`src/rtl/jk_excitation_driver_if.sv`:
```
// Target handshake channel for jk_excitation_driver: a valid/ready word carrying
// the desired next state of the JK bank.
interface jk_excitation_driver_if #(
  parameter int unsigned WIDTH = 8
);
  logic             tgt_valid;
  logic             tgt_ready;
  logic [WIDTH-1:0] tgt_data;

  modport master (
    output tgt_valid,
    output tgt_data,
    input  tgt_ready
  );

  modport slave (
    input  tgt_valid,
    input  tgt_data,
    output tgt_ready
  );
endinterface

```
`src/rtl/jk_excitation_driver.sv`:
```
// Drives an external JK flip-flop bank to a requested word, checks the read-back
// and re-drives up to MAX_RETRY times before reporting an error.
module jk_excitation_driver #(
  parameter int unsigned WIDTH       = 8,
  parameter int unsigned TOGGLE_MODE = 0,
  parameter int unsigned MAX_RETRY   = 2
) (
  input  logic                  clk,
  input  logic                  reset,
  jk_excitation_driver_if.slave tgt,
  input  logic [WIDTH-1:0]      jk_q,
  output logic [WIDTH-1:0]      jk_j,
  output logic [WIDTH-1:0]      jk_k,
  output logic                  busy,
  output logic                  done,
  output logic                  err,
  output logic [3:0]            retry_cnt
);

  typedef enum logic [1:0] {StIdle, StDrive, StCheck} state_e;

  localparam logic [3:0] MaxRetryCnt = 4'(MAX_RETRY);

  state_e           state_q, state_d;
  logic [WIDTH-1:0] tgt_reg_q, tgt_reg_d;
  logic [3:0]       retry_cnt_q, retry_cnt_d;
  logic             done_q, done_d;
  logic             err_q, err_d;

  always_ff @(posedge clk or posedge reset) begin
    if (reset) begin
      state_q     <= StIdle;
      tgt_reg_q   <= '0;
      retry_cnt_q <= '0;
      done_q      <= 1'b0;
      err_q       <= 1'b0;
    end else begin
      state_q     <= state_d;
      tgt_reg_q   <= tgt_reg_d;
      retry_cnt_q <= retry_cnt_d;
      done_q      <= done_d;
      err_q       <= err_d;
    end
  end

  always_comb begin
    state_d     = state_q;
    tgt_reg_d   = tgt_reg_q;
    retry_cnt_d = retry_cnt_q;
    done_d      = 1'b0;
    err_d       = 1'b0;
    case (state_q)
      StIdle: begin
        if (tgt.tgt_valid) begin
          tgt_reg_d   = tgt.tgt_data;
          retry_cnt_d = '0;
          state_d     = StDrive;
        end
      end
      StDrive: state_d = StCheck;
      StCheck: begin
        if (jk_q == tgt_reg_q) begin
          done_d  = 1'b1;
          state_d = StIdle;
        end else if (retry_cnt_q < MaxRetryCnt) begin
          retry_cnt_d = retry_cnt_q + 4'd1;
          state_d     = StDrive;
        end else begin
          err_d   = 1'b1;
          state_d = StIdle;
        end
      end
      default: state_d = StIdle;
    endcase
  end

  // Excitation is only presented in DRIVE; the async reset of state_q forces it
  // back to zero the moment reset rises.
  always_comb begin
    jk_j = '0;
    jk_k = '0;
    if (state_q == StDrive) begin
      if (TOGGLE_MODE != 0) begin
        jk_j = jk_q ^ tgt_reg_q;
        jk_k = jk_q ^ tgt_reg_q;
      end else begin
        jk_j = ~jk_q & tgt_reg_q;
        jk_k = jk_q & ~tgt_reg_q;
      end
    end
  end

  assign tgt.tgt_ready = (state_q == StIdle);
  assign busy          = (state_q != StIdle);
  assign done          = done_q;
  assign err           = err_q;
  assign retry_cnt     = retry_cnt_q;

endmodule

```
`src/flat_wrapper.sv`:
```
// flat-port wrapper written by rule: the top's interface ports become plain ports
module jk_excitation_driver_flat 
#(
  parameter int unsigned WIDTH       = 8,
  parameter int unsigned TOGGLE_MODE = 0,
  parameter int unsigned MAX_RETRY   = 2
)
  (clk, reset, jk_q, jk_j, jk_k, busy, done, err, retry_cnt, tgt_tgt_valid, tgt_tgt_data, tgt_tgt_ready);
  jk_excitation_driver_if #(.WIDTH(WIDTH)) tgt_i ();
  input  logic clk;
  input  logic reset;
  input  logic [WIDTH-1:0] jk_q;
  output logic [WIDTH-1:0] jk_j;
  output logic [WIDTH-1:0] jk_k;
  output logic busy;
  output logic done;
  output logic err;
  output logic [3:0] retry_cnt;
  input wire logic [$bits(tgt_i.tgt_valid)-1:0] tgt_tgt_valid;
  input wire logic [$bits(tgt_i.tgt_data)-1:0] tgt_tgt_data;
  output wire logic [$bits(tgt_i.tgt_ready)-1:0] tgt_tgt_ready;
  assign tgt_i.tgt_valid = tgt_tgt_valid;
  assign tgt_i.tgt_data = tgt_tgt_data;
  assign tgt_tgt_ready = tgt_i.tgt_ready;
  jk_excitation_driver #(.WIDTH(WIDTH), .TOGGLE_MODE(TOGGLE_MODE), .MAX_RETRY(MAX_RETRY)) u_core (.clk(clk), .reset(reset), .tgt(tgt_i), .jk_q(jk_q), .jk_j(jk_j), .jk_k(jk_k), .busy(busy), .done(done), .err(err), .retry_cnt(retry_cnt));
endmodule
```
`config.mk`:
```
export PLATFORM = sky130hd
export DESIGN_NAME = jk_excitation_driver_flat
export DESIGN_NICKNAME = d
export VERILOG_FILES = /design/src/rtl/jk_excitation_driver_if.sv /design/src/rtl/jk_excitation_driver.sv /design/src/flat_wrapper.sv
export SDC_FILE = /design/constraint.sdc
export NUM_CORES = 1
export LEC_CHECK = 0
export CAP_MARGIN = 10
export CORE_UTILIZATION = 45
export CTS_CLUSTER_SIZE = 10
export DETAILED_ROUTE_END_ITERATION = 10
export GPL_ROUTABILITY_DRIVEN = 0
export PLACE_DENSITY = 0.87
export SETUP_SLACK_MARGIN = 0.15
export SLEW_MARGIN = 15
export SYNTH_ARGS = -nofsm -noshare
export SYNTH_HDL_FRONTEND = slang
export SYNTH_SLANG_ARGS = --single-unit
export TNS_END_PERCENT = 20
```
`constraint.sdc`:
```
create_clock -name clk -period 2.9 [get_ports clk]
set_clock_uncertainty 0.15 [all_clocks]
set_input_delay 0.435 -clock clk [delete_from_list [all_inputs] [get_ports clk]]
set_output_delay 0.435 -clock clk [all_outputs]
set_load 0.02 [all_outputs]
```
==> Word-level counts from Yosys, hierarchy flattened <==
Cells that the tools add are included.
{ "classes": {"add_sub_neg": 1, "n_mul": 0, "n_div": 0, "order_cmp": 1, "n_eq_ne": 6, "n_shift": 0, "mux": 15, "bitwise": 4, "reduce_logical": 5} }
{ "ops": {"columns": ["op", "count"], "rows": [
  ["AND 8 bit", 2],
  ["2-to-1 mux 8 bit", 2],
  ["NOT 8 bit", 2],
  ["2-to-1 mux 4 bit", 3],
  ["== test 8 bit", 1],
  ["one-hot mux 4 bit (2 select lines)", 1],
  ["2-to-1 mux 1 bit", 6],
  ["one-hot mux 2 bit (3 select lines)", 1],
  ["adder 4 x 1 -> 4 bit (second input constant)", 1],
  ["less-than comparator 4 x 2 -> 1 bit (second input constant)", 1],
  ["2-to-1 mux 2 bit", 2],
  ["inequality test 2 bit (second input constant)", 2],
  ["AND reduction 4 bit", 1],
  ["nonzero test 2 bit", 2],
  ["== test 2 x 1 -> 1 bit (second input constant)", 1],
  ["== test 2 bit (second input constant)", 1],
  ["logical NOT 2 bit", 1],
  ["inequality test 2 x 1 -> 1 bit (second input constant)", 1],
  ["AND reduction 2 bit", 1]
]} }
{ "word_totals": {"register_bits": 16, "latchBits": 0, "ram_bits": 0, "mem_bits_ro": 0, "in_bits": 19, "out_inout_bits": 24, "mem_count": 0} }

==> Depth between registers and ports, before layout <==
Gate-level depths: netlist of run 1.
{ "logic_depth": {"ltp_word": 4, "ltp_mapped": 5} }

==> Least setup slack after synthesis of run 1 <==
No wires, ideal clock.
{ "synth_path": {"kind": "reg2out", "from": "register u_core.state_q[1]", "to": "output port jk_j[0]", "arrival_time_ns": 1.112, "t_required_ns": 2.315, "path_slack_ns": 1.203, "stages_incl_launch_ff": 4, "path_buffers": 1, "path_cell_list": "dfrtp_1 > nor2b_1 > clkbuf_1 > and2_1"} }
{ "synth_between": {"elab_chain_len": 2} }
{ "synth_lines": {"columns": ["item", "line", "rtl"], "rows": [
  ["from (decl)", "jk_excitation_driver.sv:24", "state_e state_q, state_d;"],
  ["from (signal assigned)", "jk_excitation_driver.sv:32", "state_q <= StIdle;"],
  ["from (signal assigned)", "jk_excitation_driver.sv:38", "state_q <= state_d;"],
  ["== test 2 x 1 -> 1 bit", "jk_excitation_driver.sv:82", "if (state_q == StDrive) begin"],
  ["2-to-1 mux 8 bit", "jk_excitation_driver.sv:82", null],
  ["to (decl)", "flat_wrapper.sv:13", "output logic [WIDTH-1:0] jk_j;"]
]} }
Every way passes these cells.

==> Final worst setup path of run 1 <==
{ "layout_path": {"from": "register u_core.state_q[0]", "to": "output port jk_k[1]"} }
{ "layout_between": {"elab_chain_len": 2} }
{ "layout_lines": {"columns": ["item", "line", "rtl"], "rows": [
  ["== test 2 x 1 -> 1 bit", "jk_excitation_driver.sv:82", null],
  ["2-to-1 mux 8 bit", "jk_excitation_driver.sv:82", null],
  ["to (decl)", "flat_wrapper.sv:14", "output logic [WIDTH-1:0] jk_k;"]
]} }
Every way passes these cells.

==> impl_metrics.toml, run 1 <==
[drt]
wl_met1_um = 812
wire_per_inst_um = 11.3
drc = 0
ant_nets = 0
drt-pass1-iter-count = 3
via_count = 811
met2_length_um = 994
routed_wl_um = 1930
viasPerCell = 4.74
dr.max_layer_used = "met4"
met3_length_um = 96
drtIter0Drc = 5

[floorplan]
io_pins = 43
die_x_um = 49.9
initial_utilization_pct = 50.0
core_um2 = 2060
die_area_um2 = 2490
placementRows = 16
chipHeight_um = 49.9

[logic_synthesis]
yosys_register_bits = 16
avgSynthCellArea_um2 = 10.3
syn_inst = 100
synth_cell_type_count = 21
yosys_warnings = 0
synth_area_um2 = 1030
syn_nets = 136
seq_area_frac_synth_pct = 38.8

[sta]
finalSetupTns_ns = 0
grt_setup_unrepaired = "false"
post-route-period-util_pct = 86.5
fmax_mhz = 399
setup-violations-final = 0
worst_pin_slew_ns = 0.600
relSlewSlack_pct = 60.0
maxSlewViolCount = 0
hold_viol = 0
min_period_ns = 2.51

[place]
post-dp-hpwl_um = 1580
port_buffers = 42

[worst_setup_path]
cp_cell_sequence = "nor2b_2 > buf_4 > and2_1 > clkdlybuf4s50_1"
r2r_slack_ns = 1.19
crit_fanout = 9
slowest_delay_ns = 0.60
endpoint = "jk_k[1]"
cpMaxStageDelayCell = "clkdlybuf4s50_1"
rr_startpoint = "u_core.tgt_reg_q[7]"
path_class = "reg2out"
cp_top_family = "buffers and inverters"
crit_cells = 4
path_buf_inv = 2
cp_data_arrival_time_ns = 1.92
r2r-end = "u_core.retry_cnt[0]"
crit_start = "u_core.state_q[0]"
cp-start-kind = "register"
timing.critical_path.to_type = "output port"
cp.required_ns = 2.32
rr_worst_depth = 4

[job]
cap_violations = 0

[global_routing]
antenna_found_initial = 0
first_global_vias = 817
grt.total_usage_pct = 17.9
grt_max_degree = 17
grt-ovfl-total = 0
grt_pass1_wl_um = 3370

[clocking]
cts_sinks = 16
clk_pin_slew_ns = 0.09
root_buffer = "clkbuf_4"
post_cts_buffers = 0
cts_max_path_buffers = 2
cts_tree = "built"
clkLatencyLatePin_ns = 0.28
cts_buffers = 3
htreeDepth = 1

[outcome]
status = "finished, final reports clean"

[cells_and_area]
num-fill-cells = 149
drive_above_1_share_pct = 10.4
diodes = 0
final_core_util_pct = 73.3
num-nets-final = 181
area_growth_syn_to_layout_pct = 46.6

[pwr]
peakVddDrop_v = 0.000591
power_density_nw_per_um2 = 805
cellLeakagePower_nw = 0.767

[hold_path]
hold_path.class = "reg2reg"
[layout make-up]
cell class	count	area, um2	share of cell area, %
Multi-Input combinational cell	60	534	35.3
Timing Repair Buffer	43	428	28.3
Sequential cell	16	400	26.5
Inverter	21	78.8	5.22
Clock buffer	4	36.3	2.40
Tap cell	27	33.8	2.24
[how the worst min path moves through the flow]
stage | startpoint | cells after the start | slack (ns) | endpoint
final | u_core.state_q[0] | 1 | 0.35 | u_core.done
after global routing | u_core.retry_cnt[2] | 2 | 0.39 | u_core.retry_cnt[2]
after CTS | u_core.state_q[0] | 1 | 0.35 | u_core.done
after detailed placement | u_core.state_q[0] | 1 | 0.33 | u_core.done
after global placement | u_core.state_q[0] | 1 | 0.32 | u_core.done
after floorplan | reset | 1 | 0.20 | u_core.done
[metrics by stage]
| step | worst slack (ns) | power (mW) | instance area, um2 | hold WS [ns] | std cells |
|---|---|---|---|---|---|
| 2_1_floorplan | 1.20 | 0.812 | 1030 | 0.199 | 100 |
| 3_3_place_gp | 0.523 | 1.05 | 1470 | 0.324 | 167 |
| 3_5_place_dp | 0.480 | 1.08 | 1470 | 0.333 | 167 |
| 4_1_cts | 0.222 | 1.23 | 1510 | 0.349 | 171 |
| 5_1_grt | 0.179 | 1.32 | 1510 | 0.394 | 171 |
| 6_report | 0.393 | 1.22 | 1510 | 0.353 | 171 |
[repair_timing]
item                       4_1_cts  5_1_grt
hold endpoints to repair         0        0
resized for setup                0        1
setup endpoints to repair        0        8
hold buffers                     0        0
[cells in the final DEF, fill, tap and decap left out]
cell	Yosys	layout
nor3_1	1	1
clkbuf_8	0	1
o21ai_0	3	3
nand4_1	2	2
or2_2	1	1
dfrtp_1	16	16
o211ai_1	1	1
or3b_1	1	1
nand2_1	4	4
and2b_1	1	1
ha_1	17	17
mux2_4	5	5
clkdlybuf4s50_1	0	42
and2_1	17	17
buf_4	0	1
clkbuf_4	0	3
inv_1	21	21
mux2_2	3	3
nor4_1	1	1
nor2_1	1	1
mux2i_1	1	1
nor2b_2	0	1
[cell families (layout without fill, tap and decap cells)]
kind of cell               count (synthesis)  in the layout  share of synthesized area [%]
and+or+nand+nor                           30             30                           17.2
buffers and inverters                     24             68                           9.59
adders and majority gates                 17             17                           20.6
DFF                                       16             16                           38.8
muxes                                      9              9                           11.5
AOI/OAI and AO/OA                          4              4                           2.18
[cell usage after synthesis]
cell       n  area share [%]
dfrtp_1   16              39
buf_6      1             1.1
nor3_1     1            0.48
nand4_1    2             1.2
mux2_2     3             3.3
clkbuf_1   1            0.36
and2_1    17              10
o21ai_0    3             1.5
nand2_1    4             1.5
nor2_1     1            0.36
and2b_1    1            0.73
nor2b_1    1            0.61
ha_1      17              21
or3b_1     1            0.85
nor4_1     1            0.61
mux2i_1    1            0.97
or2_2      1            0.61
buf_2      1            0.48
mux2_4     5             7.3
inv_1     21             7.6
o211ai_1   1            0.73
[power breakdown]
group	leakage, nW	internal, mW	switching, mW
sequential	0.201	0.313	0.0791
clock	0.0210	0.0763	0.0685
combinational	0.545	0.357	0.321
total	0.767	0.747	0.469
[per-layer routing]
layer  track usage, %  vias to the layer above
li1                 -                      399
met1             21.7                      377
met2             31.5                       31
met3             3.09                        4
met4             6.19                        0
met5                0                        -
[state kept, by name, summed over array words and instances (netlist names)]
name              flops
u_core.done           1
u_core.err            1
u_core.retry_cnt      4
u_core.state_q        2
u_core.tgt_reg_q      8
Note: power is estimated with default switching activity, not from simulation.
==> run 2, diff against run 1 <==
--- a/config.mk
+++ b/config.mk
@@ -6,11 +6,13 @@
 export NUM_CORES = 1
 export LEC_CHECK = 0
 export CAP_MARGIN = 10
-export CORE_UTILIZATION = 45
+export CORE_MARGIN = 2
+export CORE_UTILIZATION = 47
+export CTS_BUF_LIST = sky130_fd_sc_hd__clkbuf_4 sky130_fd_sc_hd__clkbuf_8
 export CTS_CLUSTER_SIZE = 10
 export DETAILED_ROUTE_END_ITERATION = 10
 export GPL_ROUTABILITY_DRIVEN = 0
-export PLACE_DENSITY = 0.87
+export PLACE_DENSITY = 0.9
 export SETUP_SLACK_MARGIN = 0.15
 export SLEW_MARGIN = 15
 export SYNTH_ARGS = -nofsm -noshare
==> impl_metrics.toml, run 2 (synthesis gave the netlist of run 1 again) <==
[sta]
whs_ns = 0.362
worst_pin_slew_ns = 0.604
maxSlewViolCount = 0
finalSetupTns_ns = 0
post-route-period-util_pct = 83.5
fmax_mhz = 413
hold_viol = 0
grt_setup_unrepaired = "false"
relSlewSlack_pct = 59.7
min_period_ns = 2.42
setup-violations-final = 0

[floorplan]
placementRows = 16
die_x_um = 50.8
core_um2 = 2020
chipHeight_um = 50.8
initial_utilization_pct = 51.0
die_area_um2 = 2580
io_pins = 43

[cells_and_area]
stdcell_area_um2 = 1500
top_register = "u_core.tgt_reg_q"
largest_reg_flops = 8
mostFrequentLayoutCells = "42 x clkdlybuf4s50_1, 21 x inv_1, 17 x and2_1, 17 x ha_1, 16 x dfrtp_1"
drive_above_1_share_pct = 9.09
layout_commonest_cell = "clkdlybuf4s50_1"
final_core_util_pct = 73.9
num-fill-cells = 150
num-nets-final = 181
diodes = 0
fin_cells = 170
area_growth_syn_to_layout_pct = 45.0

[pwr]
cellLeakagePower_nw = 0.759
power_density_nw_per_um2 = 790
peakVddDrop_v = 0.000599

[drt]
wire_per_inst_um = 12.1
routed_wl_um = 2070
ant_nets = 0
viasPerCell = 4.79
drt-pass1-iter-count = 5
drc = 0
drtIter0Drc = 3
via_count = 814

[worst_setup_path]
crit_fanout = 16
crit_start = "u_core.state_q[0]"
cp_data_arrival_time_ns = 1.84
rr_startpoint = "u_core.state_q[0]"
timing.critical_path.to_type = "output port"
endpoint = "jk_k[2]"
r2r-end = "u_core.tgt_reg_q[1]"
rr_worst_depth = 2
path_class = "reg2out"
r2r_slack_ns = 1.16
cp.required_ns = 2.32
cp-start-kind = "register"

[hold_path]
hold_path.class = "reg2reg"

[global_routing]
grt_max_degree = 17
first_global_vias = 851
grt.total_usage_pct = 19.6
antenna_found_initial = 0
grt_pass1_wl_um = 3750
grt-ovfl-total = 0

[clocking]
clkLatencyLatePin_ns = 0.28
hold_buffers = 0
cts_sinks = 16
post_cts_buffers = 0
root_buffer = "clkbuf_4"
cts_buffers = 3
cts_max_path_buffers = 2
cts_tree = "built"
post_cts_resized = 0
clk_pin_slew_ns = 0.09
htreeDepth = 1

[job]
cap_violations = 0

[place]
post-dp-hpwl_um = 1670
dp_cells = 167
port_buffers = 42
placed_area_um2 = 1470

[outcome]
status = "finished, final reports clean"
## run 2: where the power goes
group	switching, mW	total [mW]	internal, mW
clock network	0.0661	0.114	0.0482
registers	0.0781	0.392	0.314
logic	0.321	0.676	0.355
## run 2: per-stage QoR
step | total power [mW] | setup slack [ns]
2_1_floorplan | 0.812 | 1.20
3_3_place_gp | 1.05 | 0.521
3_5_place_dp | 1.08 | 0.477
4_1_cts | 1.20 | 0.430
5_1_grt | 1.30 | 0.326
6_report | 1.18 | 0.480
## run 2: worst min-delay path by stage
stage / to / slack [ns] / start / cells past startpoint
3_5_place_dp: u_core.state_q[1] / 0.35 / u_core.state_q[1] / 1
6_report: u_core.state_q[1] / 0.36 / u_core.state_q[1] / 1
3_3_place_gp: u_core.done / 0.34 / u_core.state_q[0] / 1
5_1_grt: u_core.retry_cnt[0] / 0.40 / u_core.retry_cnt[0] / 1
4_1_cts: u_core.state_q[1] / 0.37 / u_core.state_q[1] / 1
2_1_floorplan: u_core.done / 0.20 / reset / 1
## run 2: final cells by class
type / count / area [um2] / share of cell area, %
flip-flops and latches: 16 / 400 / 26.8
inverters: 21 / 78.8 / 5.27
repair buffers: 43 / 428 / 28.6
multi-input cells: 60 / 532 / 35.6
clock buffers: 3 / 22.5 / 1.51
well taps: 27 / 33.8 / 2.26
## run 2: critical path: stages (launching register included)
cell and delay [ns]:
dfrtp_1 0.41, nor2b_1 0.19, buf_4 0.20, and2_1 0.15, clkdlybuf4s50_1 0.61
## run 2: layer usage
layer	vias up	part of all wire, %	GRT usage [%]
met5	-	0	0
met4	0	1.3	8.56
met3	4	5.0	2.92
met2	31	53	36.4
met1	380	41	22.2
li1	399	-	-
